<file path="config.mk">
export PLATFORM = sky130hd
export DESIGN_NAME = regfile_param
export DESIGN_NICKNAME = d
export VERILOG_FILES = /design/src/rtl/regfile_pkg.sv /design/src/rtl/regfile_word.sv /design/src/rtl/regfile_param.sv
export SDC_FILE = /design/constraint.sdc
export NUM_CORES = 2
export LEC_CHECK = 0
export BUFFER_PORTS_ARGS = -buffer_cell sky130_fd_sc_hd__buf_2
export CAP_MARGIN = 25
export CORE_ASPECT_RATIO = 0.8
export CORE_MARGIN = 2
export CORE_UTILIZATION = 50
export DETAILED_ROUTE_END_ITERATION = 10
export PLACE_DENSITY_LB_ADDON = 0.05
export SYNTH_ARGS = -nofsm -noshare
export SYNTH_HDL_FRONTEND = slang
export SYNTH_SLANG_ARGS = --single-unit
</file>
<file path="constraint.sdc">
create_clock -name clk_i -period 1.9 [get_ports clk_i]
set_input_delay 0.095 -clock clk_i [delete_from_list [all_inputs] [get_ports clk_i]]
set_output_delay 0.095 -clock clk_i [all_outputs]
set_load 0.05 [all_outputs]
</file>
<file path="src/rtl/regfile_pkg.sv">
// Shared constants and helpers for the parametrised register file.
package regfile_pkg;

  localparam int unsigned REGFILE_WIDTH = 32;
  localparam int unsigned REGFILE_DEPTH = 32;
  localparam int unsigned REG_ZERO_ADDR = 0;

  // A single-entry file would need a zero-width address, so clamp to 1 bit.
  function automatic int unsigned addr_width(input int unsigned depth);
    return (depth > 1) ? $clog2(depth) : 1;
  endfunction

endpackage

</file>
<file path="src/rtl/regfile_word.sv">
// One storage word: enable-gated register with synchronous active-high clear.
module regfile_word #(
  parameter int unsigned WIDTH = 32
) (
  input  logic             clk_i,
  input  logic             reset_i,
  input  logic             en_i,
  input  logic [WIDTH-1:0] d_i,
  output logic [WIDTH-1:0] q_o
);

  logic [WIDTH-1:0] q_q, q_d;

  always_comb begin
    q_d = q_q;
    if (en_i) begin
      q_d = d_i;
    end
  end

  always_ff @(posedge clk_i) begin
    if (reset_i) begin
      q_q <= '0;
    end else begin
      q_q <= q_d;
    end
  end

  assign q_o = q_q;

endmodule

</file>
<file path="src/rtl/regfile_param.sv">
// Parametrised register file: one write port, two combinational read ports,
// optional hardwired-zero entry 0 and optional write-to-read bypass.
module regfile_param
  import regfile_pkg::*;
#(
  parameter int unsigned WIDTH     = REGFILE_WIDTH,
  parameter int unsigned DEPTH     = REGFILE_DEPTH,
  parameter bit          ZERO_REG0 = 1'b1,
  parameter bit          BYPASS    = 1'b0,
  localparam int unsigned ADDR_W   = addr_width(DEPTH)
) (
  input  logic              clk_i,
  input  logic              reset_i,
  input  logic              wr_en_i,
  input  logic [ADDR_W-1:0] wr_addr_i,
  input  logic [WIDTH-1:0]  wr_data_i,
  input  logic [ADDR_W-1:0] rd_addr1_i,
  output logic [WIDTH-1:0]  rd_data1_o,
  input  logic [ADDR_W-1:0] rd_addr2_i,
  output logic [WIDTH-1:0]  rd_data2_o
);

  localparam logic [ADDR_W-1:0] ZeroAddr = ADDR_W'(REG_ZERO_ADDR);

  logic [DEPTH-1:0] wr_sel;
  logic [WIDTH-1:0] entries [DEPTH];
  logic             byp_ok;

  always_comb begin
    wr_sel = '0;
    if (wr_en_i) begin
      wr_sel[wr_addr_i] = 1'b1;
    end
  end

  for (genvar i = 0; i < DEPTH; i++) begin : g_word
    if (ZERO_REG0 && (i == REG_ZERO_ADDR)) begin : g_zero
      // Constant entry: no storage, its write enable is deliberately dropped.
      logic unused_sel;
      assign unused_sel = wr_sel[i];
      assign entries[i] = '0;
    end else begin : g_store
      regfile_word #(
        .WIDTH (WIDTH)
      ) u_word (
        .clk_i   (clk_i),
        .reset_i (reset_i),
        .en_i    (wr_sel[i]),
        .d_i     (wr_data_i),
        .q_o     (entries[i])
      );
    end
  end

  // Forwarding never targets the zero entry and is masked while clearing.
  assign byp_ok = BYPASS && wr_en_i && !reset_i &&
                  !(ZERO_REG0 && (wr_addr_i == ZeroAddr));

  always_comb begin
    rd_data1_o = entries[rd_addr1_i];
    if (byp_ok && (rd_addr1_i == wr_addr_i)) begin
      rd_data1_o = wr_data_i;
    end
  end

  always_comb begin
    rd_data2_o = entries[rd_addr2_i];
    if (byp_ok && (rd_addr2_i == wr_addr_i)) begin
      rd_data2_o = wr_data_i;
    end
  end

endmodule

</file>
Word-level counts from Yosys, hierarchy flattened

Cells that the tools add are included.

Magnitude comparators: 4
Mux-type cells: 9
Bitwise operators: 2
Reduce and logical (&&, ||, !) cells: 1

Operators by type and width:

| cell               | number |
|---|---|
| $bmux 32 s5        | 2 |
| $mux 32            | 5 |
| $ge 6x6->1 const B | 2 |
| $not 5->6          | 2 |
| $lt 5x6->1 const B | 1 |
| $demux 1 s5        | 1 |
| $ge 5x1->1 const B | 1 |
| $logic_and 1x1->1  | 1 |
| $mux 1             | 1 |

Register bits: 992
Input bits: 50
Output and inout bits: 64
Logic and storage cells: 47

Depth between registers and ports, before layout

Depth after elaboration: 5
Mapped depth: 8
Depth with buffers taken out: 4

By module

From an unflattened synthesis, not the netlist that was laid out.

Cells, all modules: 4648
Area, all modules: 52367.7 sq um

Modules (own cells, without submodules):

| module        | instances | cells an instance | area an instance (sq um) | sequential area each (sq um) |
|---|---|---|---|---|
| regfile_word  | 31        | 103               | 1163.6                   | 640.6 |
| regfile_param | 1         | 1455              | 16295.6                  | 0.0 |

Worst setup path after synthesis

OpenSTA, ideal clock, no wires.

Kind: input port to output port
Start: input rd_addr2_i[2]
End: output rd_data2_o[10]
Arrival: 2.559 ns
Required time: 1.805 ns
Path slack: -0.754 ns
Stages: 7
Path through: clkbuf_1 > clkbuf_1 > buf_1 > mux4_2 > mux2i_1 > and2_1 > o31ai_1

Cells in the longest elaborated chain, start to end: 4

RTL lines:

| item                                       | line                | RTL |
|---|---|---|
| start: declaration                         | regfile_param.sv:19 | `input logic [ADDR_W-1:0] rd_addr2_i,` |
| $not 5->6 (implied by the code)            | regfile_param.sv:67 | `rd_data2_o = entries[rd_addr2_i];` |
| $bmux 32 s5                                | regfile_param.sv:67 |  |
| $mux 32 (implied by the code) (2 in a row) | regfile_param.sv:67 |  |
| end: declaration                           | regfile_param.sv:20 | `output logic [WIDTH-1:0] rd_data2_o` |

No other way between the ends. The select of a mux whose other input is x is not followed.

Worst setup path in the final report

Start: register g_word[21].g_store.u_word.q_q[17]
End: output rd_data1_o[17]

Cells in the longest elaborated chain, start to end: 3

RTL lines:

| item                                       | line                | RTL |
|---|---|---|
| start: declaration                         | regfile_word.sv:12  | `logic [WIDTH-1:0] q_q, q_d;` |
| start signal: assignment                   | regfile_word.sv:25  | `q_q <= q_d;` |
| $bmux 32 s5                                | regfile_param.sv:60 | `rd_data1_o = entries[rd_addr1_i];` |
| $mux 32 (implied by the code) (2 in a row) | regfile_param.sv:60 |  |
| end: declaration                           | regfile_param.sv:18 | `output logic [WIDTH-1:0] rd_data1_o,` |

No other way between the ends. The select of a mux whose other input is x is not followed.

==> impl_metrics.env <==
export IMPL_crit_buf_inv=1
export IMPL_finalHoldViolCount=0
export IMPL_die_height_um=287.2
export IMPL_cts_tree="done"
export IMPL_setup_slack_ps=-768.2
export IMPL_synth_fp_nets=5658
export IMPL_arrival_ps=2570
export IMPL_cpMostUsedCell="mux4_2"
export IMPL_avgSynthCellArea_sq_um=8.936
export IMPL_relSlewSlack_pct=30.72
export IMPL_regArea_sq_um=20100
export IMPL_worstSetupPathType="flop to output pin"
export IMPL_io_pins=114
export IMPL_hp_class="input pin to flop"
export IMPL_worstRegToRegCells=4
export IMPL_synth_warnings=0
export IMPL_drive_above_1_share_pct=32.90
export IMPL_post_drt_wl_per_cell_um=29.62
export IMPL_clock_path_buffers=3
export IMPL_peakVddDrop_mv=0.7495
export IMPL_cp_max_fo=3
export IMPL_n_fill_cell=8030
export IMPL_ys_seq_area_share_pct=39.63
export IMPL_die_area_sq_um=102800
export IMPL_setup_tns_ps=-39580
export IMPL_maxCapViolations=0
export IMPL_final_period_utilization_pct=140.4
export IMPL_cp_endpoint="rd_data1_o[17]"
export IMPL_start_util_pct=50.63
export IMPL_postSynthCellCount=5608
export IMPL_regToRegSetupSlack_ps=610
export IMPL_port_buffer_count=113
export IMPL_worstPathCellList="mux4_2, mux4_2, mux2_4, buf_8"
export IMPL_power_density_nw_per_um2=737.5
export IMPL_ys_ff_latch=992
export IMPL_fmax_mhz=374.8
export IMPL_netlist_area_sq_um=50110
export IMPL_fin_nets=6158
export IMPL_track_usage_pct=42.72
export IMPL_intPower_w=0.03535
export IMPL_drtAntennaViolNets=0
export IMPL_rsz0062_at_grt="true"
export IMPL_htreeDepth=3
export IMPL_leakagePower_nw=22.81
export IMPL_p_sw_w=0.01223
export IMPL_sequentialPowerShare_pct=44.3
export IMPL_end_kind="output pin"
export IMPL_grt_pass1_wl_um=317400
export IMPL_overflow=0
export IMPL_worst_pin_slew_ps=1037
export IMPL_drtPass1Iterations=7
export IMPL_antenna_found_initial=13
export IMPL_insertion_delay_ps=700
export IMPL_cts_clk_slew_worst_paths_ps=70
export IMPL_die_x_um=358.0
export IMPL_cp_startpoint="g_word[21].g_store.u_word.q_o[17]"
export IMPL_clock_sinks=992
export IMPL_largest_reg_flops=992
export IMPL_p_clk_share_pct=45.7
export IMPL_cp_depth=4
export IMPL_hp_start="wr_addr_i[0]"
export IMPL_grt_max_degree=93
export IMPL_multi_input_area_sq_um=28970
export IMPL_hold_depth=7
export IMPL_layout_commonest_cell="nand2_1"
export IMPL_slew_viol_final=0
export IMPL_remaining_drc_errors=0
export IMPL_ys_types=29
export IMPL_setup_viol=64
export IMPL_power_share_combinational_pct=10.0
export IMPL_cts_buffers=103
export IMPL_slowest_delay_ps=530
export IMPL_drtIter0Drc=7311
export IMPL_cp_required_ps=1800
export IMPL_drt_total_wl_um=222400
export IMPL_dp_slack_ps=-648.4
export IMPL_cp_start_kind="flop"
export IMPL_status="finished, violations left"
export IMPL_final_cell_mix="nand2_1 (1984), a21oi_1 (992), dfxtp_1 (799), buf_4 (598), mux4_2 (480)"
export IMPL_fin_skew_ps=0
export IMPL_slowest_stage="mux4_2"
export IMPL_r2r_end="g_word[14].g_store.u_word.q_o[10]"
export IMPL_area_growth_pct=28.72
export IMPL_num_rows=103
export IMPL_crit_family="multiplexers"
export IMPL_final_min_clock_period_ps=2668
export IMPL_reg2reg_from="g_word[14].g_store.u_word.q_o[10]"
export IMPL_gp_congestion=0.9476
export IMPL_grt_pass1_vias=44920
export IMPL_routed_via_density=6.434
export IMPL_cts_root_buffer="clkbuf_16"
export IMPL_num_vias=48320
export IMPL_switching_share_pct=25.70
export IMPL_coreArea_sq_um=98970
export IMPL_violations="setup timing"
export IMPL_hpwl_um=143100
-- power by group through the flow --
stage          Combinational (W)  Sequential, W  Clock (W)
2_1_floorplan            0.00252         0.0215          0
3_3_place_gp             0.00446         0.0215          0
3_5_place_dp             0.00450         0.0215          0
4_1_cts                  0.00463         0.0211     0.0217
5_1_grt                  0.00487         0.0211     0.0226
6_report                 0.00475         0.0211     0.0218
-- metrics by stage --
step	instance area, sq um	util (%)	power (W)	std cells	hold WS, ps
floorplan	50920	-	0.02400	5608	231.0
global placement	59350	59.97	0.02599	7256	454.8
detailed placement	59350	59.97	0.02603	7256	456.6
CTS	64180	64.85	0.04744	7494	164.3
global route	64500	65.17	0.04853	7507	216.5
finish	64510	65.18	0.04758	7510	198.8
-- how the worst min path moves through the flow --
stage / to / slack, ps
3_5_place_dp: g_word[3].g_store.u_word.q_o[9] / 460
6_report: g_word[5].g_store.u_word.q_o[15] / 200
2_1_floorplan: g_word[31].g_store.u_word.q_o[0] / 230
4_1_cts: g_word[5].g_store.u_word.q_o[12] / 160
5_1_grt: g_word[5].g_store.u_word.q_o[16] / 220
3_3_place_gp: g_word[18].g_store.u_word.q_o[27] / 450
-- Yosys cell counts --
cell	instances	share of area, %
nand3_1	2	0.020
a22o_1	128	2.2
nor2_1	29	0.22
mux4_2	480	22
inv_1	1	0.0075
buf_4	21	0.31
and3b_1	5	0.087
and2_1	34	0.42
o31ai_1	32	0.48
o21ai_0	32	0.32
nand2b_1	1	0.012
nor2b_1	4	0.050
a21oi_1	992	9.9
and3_1	2	0.025
nor3_1	1	0.010
a211oi_1	32	0.48
buf_1	20	0.15
buf_6	3	0.067
mux2i_1	96	1.9
buf_2	52	0.52
nand3b_1	5	0.075
nand2_1	2016	15
mux2_2	96	2.2
o22ai_1	32	0.40
dfxtp_1	992	40
and2_0	2	0.025
or3b_2	4	0.070
clkbuf_1	490	3.7
nor3b_1	4	0.060
-- area by class of cell --
class / count / area share, %
antenna: 7 / 0.02715
clock buffer: 146 / 4.657
clock inverter: 42 / 0.8360
inverter: 1 / 0.005819
multi-input combinational: 4029 / 44.90
sequential: 992 / 31.16
tap: 1312 / 2.545
timing repair buffer: 981 / 15.87
-- tightest hold or removal path, cell delays in order --
cell      delay, ps
buf_2           140
nand3b_1        120
buf_4           170
nor2_4           70
buf_12          160
nand2_1          70
a21oi_1          50
-- what timing repair did --
item	in CTS	in global routing
hold endpoints to repair	991	0
buffers inserted	19	10
setup endpoints to repair	64	64
hold buffers	34	0
pin swaps	48	39
resized for setup	321	113
-- metal layers --
metal | vias to the layer above | track usage [%] | part of all wire, %
met4 | 6 | 18.61 | 5.5
met3 | 691 | 14.04 | 15
met5 | - | 0.6512 | 0.043
li1 | 20660 | - | -
met1 | 23540 | 59.64 | 38
met2 | 3425 | 60.33 | 41
-- cells by family (layout without fill, tap and decap cells) --
group           Yosys count  after routing  synth area share, %
simple gates           2109           2109                16.18
compound gates         1248           1248                13.82
flops                   992            992                39.63
mux                     672            672                25.65
buf+inv                 587           1170                4.729
other cells               0              7                    0
(Power assumes the default switching activity.)
